### src/rtl/snake_pkg.sv
// Shared snake-game constants: one-hot direction codes, stepper FSM states
// and the reversal check used by the head stepper.
package snake_pkg;

    localparam logic [3:0] DIR_LEFT  = 4'b0001;
    localparam logic [3:0] DIR_RIGHT = 4'b0010;
    localparam logic [3:0] DIR_UP    = 4'b0100;
    localparam logic [3:0] DIR_DOWN  = 4'b1000;

    typedef enum logic [1:0] {
        IDLE,
        RUN,
        DEAD
    } state_t;

    function automatic logic is_opposite(input logic [3:0] a, input logic [3:0] b);
        return (a == DIR_LEFT  && b == DIR_RIGHT) ||
               (a == DIR_RIGHT && b == DIR_LEFT)  ||
               (a == DIR_UP    && b == DIR_DOWN)  ||
               (a == DIR_DOWN  && b == DIR_UP);
    endfunction

endpackage

### src/rtl/snake_tick_gen.sv
// Game tick divider: counts enabled cycles modulo STEP_DIV and flags the
// terminal-count cycle; clear holds the count at zero.
module snake_tick_gen #(
    parameter int unsigned STEP_DIV = 5_000_000
) (
    input  logic clk,
    input  logic rst_n,
    input  logic clear,
    input  logic enable,
    output logic tick
);

    localparam int unsigned CW = (STEP_DIV > 1) ? $clog2(STEP_DIV) : 1;
    localparam logic [CW-1:0] TERM = CW'(STEP_DIV - 1);

    logic [CW-1:0] count;

    always_ff @(posedge clk) begin
        if (!rst_n || clear) begin
            count <= '0;
        end else if (enable) begin
            count <= (count == TERM) ? '0 : count + CW'(1);
        end
    end

    always_comb begin
        tick = enable && !clear && (count == TERM);
    end

endmodule

### src/rtl/snake_head_stepper.sv
// Snake head stepper: advances the head one cell per game tick, filtering
// reversals/invalid codes. Define SNAKE_WRAP_EN to wrap at grid edges.
module snake_head_stepper
    import snake_pkg::*;
#(
    parameter  int unsigned GRID_W   = 40,
    parameter  int unsigned GRID_H   = 30,
    parameter  int unsigned STEP_DIV = 5_000_000,
    parameter  int unsigned START_X  = 20,
    parameter  int unsigned START_Y  = 15,
    localparam int unsigned X_W      = $clog2(GRID_W),
    localparam int unsigned Y_W      = $clog2(GRID_H)
) (
    input  logic           clk,
    input  logic           rst_n,
    input  logic           enable,
    input  logic [3:0]     direction,
    output logic [X_W-1:0] head_x,
    output logic [Y_W-1:0] head_y,
    output logic [3:0]     heading,
    output logic           step,
    output logic           game_over
);

    localparam logic [X_W-1:0] X_MAX = X_W'(GRID_W - 1);
    localparam logic [Y_W-1:0] Y_MAX = Y_W'(GRID_H - 1);

    state_t         state, state_nx;
    logic           run;
    logic           tick;
    logic           edge_move;
    logic           collide;
    logic [3:0]     heading_nx;
    logic [X_W-1:0] x_nx;
    logic [Y_W-1:0] y_nx;

    snake_tick_gen #(
        .STEP_DIV (STEP_DIV)
    ) u_tick (
        .clk    (clk),
        .rst_n  (rst_n),
        .clear  (!run),
        .enable (enable && run),
        .tick   (tick)
    );

    always_ff @(posedge clk) begin
        if (!rst_n) begin
            state <= IDLE;
        end else begin
            state <= state_nx;
        end
    end

    always_comb begin
        state_nx = state;
        case (state)
            IDLE:    if (enable) state_nx = RUN;
            RUN:     if (tick && collide) state_nx = DEAD;
            DEAD:    state_nx = DEAD;
            default: state_nx = IDLE;
        endcase
    end

    always_comb begin
        run = (state == RUN);
`ifdef SNAKE_WRAP_EN
        game_over = 1'b0;
`else
        game_over = (state == DEAD);
`endif
    end

    // Candidate heading and next cell; the wrapped cell is only committed
    // when edge moves are not collisions.
    always_comb begin
        heading_nx = heading;
        if ($onehot(direction) && !is_opposite(direction, heading)) begin
            heading_nx = direction;
        end
        x_nx      = head_x;
        y_nx      = head_y;
        edge_move = 1'b0;
        case (heading_nx)
            DIR_LEFT: begin
                if (head_x == '0) begin
                    edge_move = 1'b1;
                    x_nx      = X_MAX;
                end else begin
                    x_nx = head_x - X_W'(1);
                end
            end
            DIR_RIGHT: begin
                if (head_x == X_MAX) begin
                    edge_move = 1'b1;
                    x_nx      = '0;
                end else begin
                    x_nx = head_x + X_W'(1);
                end
            end
            DIR_UP: begin
                if (head_y == '0) begin
                    edge_move = 1'b1;
                    y_nx      = Y_MAX;
                end else begin
                    y_nx = head_y - Y_W'(1);
                end
            end
            DIR_DOWN: begin
                if (head_y == Y_MAX) begin
                    edge_move = 1'b1;
                    y_nx      = '0;
                end else begin
                    y_nx = head_y + Y_W'(1);
                end
            end
            default: ;
        endcase
    end

`ifdef SNAKE_WRAP_EN
    assign collide = 1'b0;
`else
    assign collide = edge_move;
`endif

    always_ff @(posedge clk) begin
        if (!rst_n) begin
            head_x  <= X_W'(START_X);
            head_y  <= Y_W'(START_Y);
            heading <= DIR_RIGHT;
            step    <= 1'b0;
        end else begin
            step <= 1'b0;
            if (tick) begin
                heading <= heading_nx;
                if (!collide) begin
                    head_x <= x_nx;
                    head_y <= y_nx;
                    step   <= 1'b1;
                end
            end
        end
    end

endmodule

### config.mk
export PLATFORM = sky130hd
export DESIGN_NAME = snake_head_stepper
export DESIGN_NICKNAME = d
export VERILOG_FILES = /design/src/rtl/snake_pkg.sv /design/src/rtl/snake_tick_gen.sv /design/src/rtl/snake_head_stepper.sv
export SDC_FILE = /design/constraint.sdc
export NUM_CORES = 1
export LEC_CHECK = 0
export ABC_AREA = 1
export BUFFER_PORTS_ARGS = -buffer_cell sky130_fd_sc_hd__buf_4
export CORE_MARGIN = 8
export CORE_UTILIZATION = 35
export DETAILED_ROUTE_END_ITERATION = 7
export PLACE_DENSITY = 0.61
export SLEW_MARGIN = 30
export SYNTH_ARGS = -nofsm -noshare
export SYNTH_HDL_FRONTEND = slang
export SYNTH_SLANG_ARGS = --single-unit
### constraint.sdc
create_clock -name clk -period 2.89 [get_ports clk]
set_input_delay 0.4335 -clock clk [delete_from_list [all_inputs] [get_ports clk]]
set_output_delay 0.4335 -clock clk [all_outputs]
set_load 0.01 [all_outputs]
==> results of run 1 <==
worst min path at each step:
stage | end | cells after the start
final | head_x[2] | 2
after global routing | head_x[2] | 2
after CTS | head_x[2] | 2
after detailed placement | u_tick.count[19] | 1
after global placement | u_tick.count[19] | 1
after floorplan | u_tick.count[19] | 1
worst max-delay path: stages:
cell,delay [ps]
buf_8,80
inv_4,30
fa_1,520
inv_1,40
ha_2,170
ha_4,200
nand3b_1,190
nor2_4,180
buf_6,130
nand4_1,140
nand2_4,130
nor2_4,60
nand3_2,90
nand2_4,80
nor2_8,190
nand3_4,120
a21oi_2,140
o21ai_1,60
repair_timing:
action | in CTS | in global routing
endpoints found under the setup margin | 1 | 13
pin swaps | 0 | 16
hold buffers | 0 | 0
resized for setup | 1 | 22
buffers inserted | 0 | 5
metrics by stage:
| step | utilization, % | setup WS, ps | power [mW] | cells | instance area [sq um] |
|---|---|---|---|---|---|
| after detailed placement | 41.4 | -311 | 0.966 | 557 | 3330 |
| after floorplan | - | -27.8 | 0.857 | 418 | 2930 |
| final | 44.2 | 87.3 | 1.36 | 570 | 3560 |
| after CTS | 42.5 | 15.1 | 1.34 | 565 | 3430 |
| after global routing | 44.2 | -68.3 | 1.46 | 570 | 3560 |
| after global placement | 41.4 | -283 | 0.961 | 557 | 3330 |
layer usage:
layer	global-route usage [%]	wire, um	vias to the layer above
met2	21.2	3230	39
met4	4.02	82	0
met3	2.84	255	8
met5	0	0	-
met1	14.3	3150	1257
li1	-	-	1476
registers in the layout, summed over array words and instances, names as in the netlist:
name          cells
u_tick.count     23
head_y            5
heading           4
state             2
step              1
head_x            6
cell families (layout without fill, tap and decap cells):
kind of cell             count (synthesis)  after routing  synth area share (%)
AND/OR/NAND/NOR                        217            217                  37.6
buffers and inverters                   70            117                  9.24
AO/OA/AOI/OAI                           56             56                  11.5
flip-flops                              41             41                  28.7
adder cells (fa/ha/maj)                 17             17                  7.71
XOR/XNOR                                17             17                  5.21
report_power, final:
group	switching [mW]	leakage [nW]	internal [mW]	total [mW]
logic	0.244	1.16	0.155	0.399
registers	0.0114	0.331	0.580	0.591
clock network	0.205	0.0439	0.167	0.372
final cells by class:
| class | count | area [sq um] | share of cell area, % |
|---|---|---|---|
| multi-input combinational | 307 | 1910 | 53.7 |
| sequential | 41 | 821 | 23.0 |
| timing repair buffer | 43 | 347 | 9.73 |
| inverter | 66 | 265 | 7.45 |
| tap | 105 | 131 | 3.69 |
| clock buffer | 5 | 68.8 | 1.93 |
| clock inverter | 3 | 17.5 | 0.492 |
placed cells by master (no fill, tap or decap), types with 10 or more instances in the layout:
| cell type | synthesis | layout |
|---|---|---|
| nor2_1 | 49 | 47 |
| nand2_1 | 68 | 64 |
| buf_4 | 0 | 40 |
| ha_1 | 16 | 14 |
| xor2_1 | 14 | 14 |
| nor4_1 | 10 | 10 |
| nand3_1 | 27 | 23 |
| inv_1 | 64 | 61 |
| nand4_1 | 19 | 19 |
| dfxtp_1 | 41 | 41 |
| nor3_1 | 15 | 15 |
| a21oi_1 | 23 | 20 |
==> results.toml, run 1 <==
[status]
status = "completed"

[floorplan]
fp.dieH_um = 106
initial_core_util_pct = 35.5
die_area_sq_um = 11300
rows = 33
coreArea_sq_um = 8050
die_w_um = 106
ios = 24

[global_route]
grt_pass1_vias = 2621
grtUsageTotal_pct = 12.2
grt_start_max_net_pins = 20
antenna_found_initial = 0
grt_pass1_wl_um = 11700
global_route.overflow_total = 0

[synth]
ys_seq_area_share_pct = 28.7
synth_most_common_cell = "nand2_1"
ys_ff_latch = 41
synth.distinct_cells = 41
syn-num-nets = 442
synthArstFlopShare_pct = 0
yosys-top-cells-area = "dfxtp_1 29%, nand2_1 8.9%, inv_1 8.4%"
synth_flop_cell = "dfxtp_1"
synth_edf_count = 0
synth_top_area_share_pct = 28.7
yosys.area.top_type = "dfxtp_1"
synthTopCellsByCount = "68 x nand2_1, 64 x inv_1, 49 x nor2_1"
syn_area_sq_um = 2860
synth_cells = 418
postSynthAreaPerCell_sq_um = 6.84
synth_warnings = 0

[cells_and_area]
antenna_cells = 0
final_nets = 488
syn_to_final_growth_pct = 24.6
layout-drive-gt1-share_pct = 21.7
fill_cells = 817

[timing]
fin_skew_ps = 8.45
fin_worst_hold_slack_ps = 427
clock.fmax_mhz = 357
finalSetupViolCount = 0
rsz0062_at_grt = "yes"
period_minus_slack_ps = 2800
drv_slew = 0
tightestPinTransition_ps = 432
period_share_pct = 97.0
fin_setup_tns_ps = 0
hold_viol_final = 0
slew_headroom_pct = 71.1

[min_path]
hold_class = "in2reg"
hold_start = "rst_n"

[placed_design]
io_buffers = 23
place.gp.congestion = 0.871
post-dp-hpwl_um = 5230

[setup_path]
critPathArrivalTime_ps = 2990
endpoint_kind = "flip-flop"
worstPathRequired_ps = 3080
worst-path-max-fanout = 6
regToRegStartpoint = "state[1]"
rr_endpoint = "u_tick.count[21]"
critPathLaunch = "direction[3]"
start_kind = "input port"
r2r_cells = 14
crit_path_end = "head_y[0]"
crit_type = "in2reg"
r2r_slack_ps = 440

[drt]
vias = 2780
detail_route.wl_per_cell_um = 11.8
drt_drc_violations_left = 0
routed_wl_um = 6710
antenna_left = 0
drt_pre_antenna_iters = 4
via_per_inst = 4.88
drt_iter0_markers = 99

[clock_network]
numCtsBuffers = 5
htree_levels = 2
cts_tree = "yes"
cts_buffer_depth = 2
cts_root_buf = "clkbuf_8"
path_clk_slew_ps = 80
worstSkewPairLatency_ps = 300
cts_sinks = 41

[power]
peakVddDrop_mv = 0.165
power_per_cell_area_nw_per_um2 = 383
p_leak_nw = 1.53

[job]
maxCapViolCount = 0
Power figures use the tool's default switching activity.
==> inputs of run 2 (changes only) <==
- clock period: 2.89 -> 2.5 ns (I/O delays scaled with it)
==> run 2 against run 1 <==
The run now ends with setup timing left. Combinational power increased by 31%. Worst hold slack got worse by 64 ps. Final area increased by 4.5%. Sequential share of layout area decreased by 0.99 points. Clock power increased by 55%. Sequential power increased by 16%. Utilization increased by 2.0 points. Critical path type unchanged. Critical endpoint is now step. Highest routed layer unchanged.
==> results.toml, run 2 (synthesis gave the netlist of run 1 again) <==
[clock_network]
cts_tree = "yes"
cts_buffer_depth = 2
cts_root_buf = "clkbuf_8"
path_clk_slew_ps = 80
numCtsBuffers = 5
cts_sinks = 41
worstSkewPairLatency_ps = 300
htree_levels = 2

[timing]
finalSetupViolCount = 14
period_share_pct = 110
fin_worst_hold_slack_ps = 362
fin_setup_tns_ps = -2730
hold_viol_final = 0
slew_headroom_pct = 75.9
tightestPinTransition_ps = 358
rsz0062_at_grt = "yes"
clock.fmax_mhz = 364
drv_slew = 0
period_minus_slack_ps = 2750
fin_skew_ps = 8.14
postLayoutSetupSlackWorst_ps = -245

[global_route]
antenna_found_initial = 0
grt_pass1_vias = 2746
grt_start_max_net_pins = 14
global_route.overflow_total = 0
grtUsageTotal_pct = 12.7
grt_pass1_wl_um = 12100

[power]
seq_power_share_pct = 38.3
p_sw_share_pct = 32.3
p_total_mw = 1.78
switching_power_uw = 576
p_clk_share_pct = 32.3
p_leak_nw = 1.62
power_per_cell_area_nw_per_um2 = 479
p_int_mw = 1.21
peakVddDrop_mv = 0.226
comb_power_share_pct = 29.4

[placed_design]
pre_cts_ws_ps = -633
place.gp.congestion = 0.883
io_buffers = 23
post-dp-hpwl_um = 5350

[drt]
routed_wl_um = 6970
drt_iter0_markers = 82
via_per_inst = 4.89
antenna_left = 0
drt_drc_violations_left = 0
vias = 2839
drt_pre_antenna_iters = 4
detail_route.wl_per_cell_um = 12.0

[floorplan]
fp.dieH_um = 106
rows = 33
ios = 24
die_w_um = 106
die_area_sq_um = 11300
initial_core_util_pct = 35.5
coreArea_sq_um = 8050

[status]
status = "finished, violations left"
violations = "setup timing"

[setup_path]
r2r_slack_ps = 180
endpoint_kind = "flip-flop"
crit_slowest_cell = "fa_1"
r2r_cells = 14
regToRegStartpoint = "heading[2]"
cp_cell_sequence = "buf_8 -> inv_4 -> fa_1 -> inv_1 -> ha_2 -> ha_4 -> nand3b_1 -> nor2_4 -> buf_6 -> nand4_1 -> nand2_4 -> nor2_4 -> nand3_2 -> nand2_4 -> buf_4 -> buf_4 -> nor4_1"
worst-path-max-fanout = 6
start_kind = "input port"
critPathArrivalTime_ps = 2920
max_stage_delay_ps = 520
rr_endpoint = "head_x[2]"
crit_type = "in2reg"
worstPathRequired_ps = 2680

[cells_and_area]
layout-drive-gt1-share_pct = 25.4
largest_reg_flops = 23
antenna_cells = 0
final_nets = 499
mostFrequentLayoutCells = "61 x inv_1, 61 x nand2_1, 49 x buf_4"
syn_to_final_growth_pct = 30.2
regMostFlops = "u_tick.count"
reg.largest.list = "u_tick.count x23, head_x x6, head_y x5"
fin_util_pct = 46.2

[job]
maxCapViolCount = 0

[min_path]
hold_class = "in2reg"
hold-path-cell-count = 3
hold_start = "enable"
holdPathEnd = "u_tick.count[1]"
## run 2: metrics by stage
step                std cells  instance area (sq um)
floorplan                 418                   2930
global placement          565                   3390
detailed placement        565                   3390
CTS                       577                   3620
global route              581                   3720
finish                    581                   3720
## run 2: repair_timing
action,in CTS,in global routing
gates cloned,1,0
gates resized for setup,17,20
setup buffers,3,4
hold buffers,0,0
pin swaps,14,20
endpoints found under the setup margin,14,16
## run 2: final cells by class
class	instances	area, sq um
clock inverters	2	37.5
fillers	821	4330
clock buffers	6	82.6
multi-input cells	308	1960
well taps	105	131
inverters	66	265
flip-flops and latches	41	821
repair buffers	53	420
## run 2: how the worst max path moves through the flow
stage,from,endpoint,slack [ps],depth (start not counted)
detailed placement,direction[0],head_y[0],-630,18
CTS,direction[3],head_x[2],-230,18
global placement,direction[0],head_y[0],-610,18
global route,direction[3],head_y[3],-360,18
floorplan,direction[0],head_x[4],-360,18
finish,direction[3],step,-250,17
## run 2: critical path, delay by kind of cell
kind,cells,cell delay [ps]
and+or+nand+nor,8,1100
adders and majority gates,3,890
buffers and inverters,6,540
## run 2: per-layer routing
layer | routed length (um) | global-route usage (%) | vias up
li1 | - | - | 1491
met3 | 261 | 3.33 | 14
met5 | 0 | 0 | -
met2 | 3370 | 22.1 | 43
met4 | 118 | 3.92 | 0
met1 | 3220 | 14.9 | 1291
## run 2: power groups by stage
stage / registers, mW / clock network [mW] / logic (mW)
global route: 0.685 / 0.626 / 0.585
global placement: 0.699 / 0 / 0.435
CTS: 0.683 / 0.594 / 0.469
floorplan: 0.696 / 0 / 0.295
detailed placement: 0.699 / 0 / 0.445
finish: 0.683 / 0.576 / 0.523
==> inputs of run 3 (changes only) <==
- ABC_AREA: 1 -> unset
- PLACE_DENSITY: 0.61 -> 0.51
- SETUP_SLACK_MARGIN: unset -> 0.3
==> run 3 against run 2 <==
The flow still finishes with violations (setup timing). Worst hold slack improved by 23 ps. Clock power shrank 31%. Global-route usage rose by 0.74 points. Sequential power hardly changed. Non-clock buffer count increased by 22. Largest power group unchanged. Synthesized area is 8.9% lower.
==> results.toml, run 3 <==
[synth]
synthArstFlopShare_pct = 0
syn-num-nets = 354
synth-xor-area-share_pct = 8.75
synth_top_family_by_area = "simple AND/OR/NAND/NOR gates"
synth.distinct_cells = 52
ys_ff_latch = 41
synthMuxAreaShare_pct = 2.31
ys_seq_area_share_pct = 31.5
synthAdderAreaFrac_pct = 8.46
synth_top_area_share_pct = 31.5
synthTopCellsByCount = "48 x nor2_1, 41 x dfxtp_1, 29 x nand2_1"
synthSimpleGateAreaFrac_pct = 31.4
synth_edf_count = 0
synth_compound_area_share_pct = 13.5
synth_flop_cell = "dfxtp_1"
yosys-top-cells-area = "dfxtp_1 32%, ha_1 7.7%, nor2_1 6.9%"
synth_cells = 330
yosys.area.top_type = "dfxtp_1"
synth_warnings = 0
syn_area_sq_um = 2600
synth_most_common_cell = "nor2_1"
postSynthAreaPerCell_sq_um = 7.89

[clock_network]
cts_sinks = 41
cts_tree = "yes"
cts_buffer_depth = 2
numCtsBuffers = 5
cts_root_buf = "clkbuf_8"
ctsHoldBuffers = 0
worstSkewPairLatency_ps = 280
htree_levels = 2
path_clk_slew_ps = 80

[drt]
drt_pre_antenna_iters = 4
routed_wl_um = 6740
drt_drc_violations_left = 0
antenna_left = 0
wl_met2_um = 3060
dr_wl_met3_um = 271
drt_iter0_markers = 82
detail_route.wl_per_cell_um = 13.5
wl_met1_um = 3390
vias = 2492
via_per_inst = 4.97
topRoutingLayerUsed = "met4"

[placed_design]
post-dp-hpwl_um = 4930
io_buffers = 23
place.gp.congestion = 0.817
post_dp_cell_area_sq_um = 3160
pre_cts_ws_ps = -704

[cells_and_area]
mostFrequentLayoutCell = "buf_4"
mostFrequentLayoutCells = "63 x buf_4, 44 x nor2_1, 41 x dfxtp_1"
final_nets = 427
syn_to_final_growth_pct = 38.7
fill_cells = 714
regMostFlops = "u_tick.count"
design_area_sq_um = 3610
layout-drive-gt1-share_pct = 29.9
reg.largest.list = "u_tick.count x23, head_x x6, head_y x5"
antenna_cells = 0
largest_reg_flops = 23
fin_util_pct = 50.1

[global_route]
antenna_found_initial = 0
grt_pass1_wl_um = 11500
grtUsageTotal_pct = 13.5
global_route.overflow_total = 0
grt_start_max_net_pins = 16
grt_pass1_vias = 2443

[timing]
period_minus_slack_ps = 2770
fin_skew_ps = 5.30
rsz0062_at_grt = "yes"
tightestPinTransition_ps = 460
drv_slew = 0
fin_setup_tns_ps = -2250
postLayoutSetupSlackWorst_ps = -268
period_share_pct = 111
hold_viol_final = 0
finalSetupViolCount = 13
clock.fmax_mhz = 361
slew_headroom_pct = 69.1

[setup_path]
cp_cell_sequence = "buf_8 -> inv_4 -> fa_1 -> inv_2 -> ha_4 -> ha_4 -> nor2_4 -> nand2_2 -> a211o_4 -> a2111o_1 -> and3_4 -> or4_1 -> nand3_1"
path_buf_inv = 3
start_kind = "input port"
crit_type = "in2reg"
critPathArrivalTime_ps = 3000
crit_family = "adder cells"
endpoint_kind = "flip-flop"
cp_common_cell = "ha_4"
worst-path-max-fanout = 5
crit_slowest_cell = "fa_1"
max_stage_delay_ps = 540
worstPathRequired_ps = 2730

[job]
maxCapViolCount = 0

[power]
switching_power_uw = 439
p_sw_share_pct = 29.1
p_leak_nw = 1.42
comb_power_share_pct = 28.4
p_clk_share_pct = 26.3
seq_power_share_pct = 45.3
power_per_cell_area_nw_per_um2 = 418
p_total_mw = 1.51
peakVddDrop_mv = 0.311
p_int_mw = 1.07

[status]
violations = "setup timing"
status = "finished, violations left"

[floorplan]
coreArea_sq_um = 7210
rows = 31
die_w_um = 102
die_area_sq_um = 10500
initial_core_util_pct = 36.1
ios = 24
fp.dieH_um = 102

[min_path]
hold_class = "in2reg"
-- run 3: cell types whose count changed after synthesis, sizes merged, moves of 5 or more --
| cell | change |
|---|---|
| nand3 | -7 |
| mux2i | +6 |
| nor4 | -6 |
| nor2 | -9 |
| nor3 | -9 |
| a21oi | -10 |
| nand2 | -51 |
| nand4 | -12 |
| inv | -49 |
| nand2b | +5 |
| xnor2 | +9 |
| and3 | +8 |
-- run 3: metal layers --
metal	track usage (%)	up-vias
li1	-	1302
met5	0	-
met4	3.39	0
met3	3.00	2
met1	17.7	1158
met2	21.7	30
-- run 3: path summary, 6_finish.rpt --
kind | startpoint | to | slack, ps | cells past startpoint
max | direction[3] | head_y[2] | -270 | 13
min | enable | u_tick.count[1] | 390 | 3
max reg2reg | head_y[1] | state[0] | -20 | 10
min reg2reg | state[1] | state[1] | 480 | 2
-- run 3: tightest hold or removal path: stages --
cell	delay (ps)
buf_4	110
o21ai_0	70
nor2_1	80
-- run 3: logic make-up after synthesis --
family / Yosys count
and+or+nand+nor: 161
AOI/OAI and AO/OA: 53
DFF: 41
xor gates and xnor gates: 26
buffers and inverters: 26
adders and majority gates: 17
muxes: 6
-- run 3: through the flow --
| stage | cells | hold slack [ps] |
|---|---|---|
| detailed placement | 477 | 475 |
| CTS | 498 | 371 |
| finish | 501 | 385 |
| global route | 501 | 373 |
| global placement | 477 | 466 |
| floorplan | 330 | 451 |
-- run 3: layout make-up --
| cell class | instances | area, sq um | share of cell area [%] |
|---|---|---|---|
| clock inverter | 1 | 5.00 | 0.139 |
| timing repair buffer | 75 | 633 | 17.5 |
| inverter | 17 | 70.1 | 1.94 |
| multi-input combinational | 263 | 1890 | 52.3 |
| tap | 99 | 124 | 3.43 |
| sequential | 41 | 821 | 22.7 |
| clock buffer | 5 | 68.8 | 1.91 |
-- run 3: timing repair --
action,in CTS,in global routing
pin swaps,16,9
resized for setup,27,25
setup buffers,15,3
endpoints found under the setup margin,18,21
-- run 3: power by group through the flow --
stage                     combinational (mW)  sequential, mW  clock, mW
final                                  0.428           0.683      0.397
after global routing                   0.473           0.686      0.451
after CTS                              0.351           0.680      0.417
after detailed placement               0.309           0.696          0
after global placement                 0.307           0.695          0
after floorplan                        0.203           0.693          0
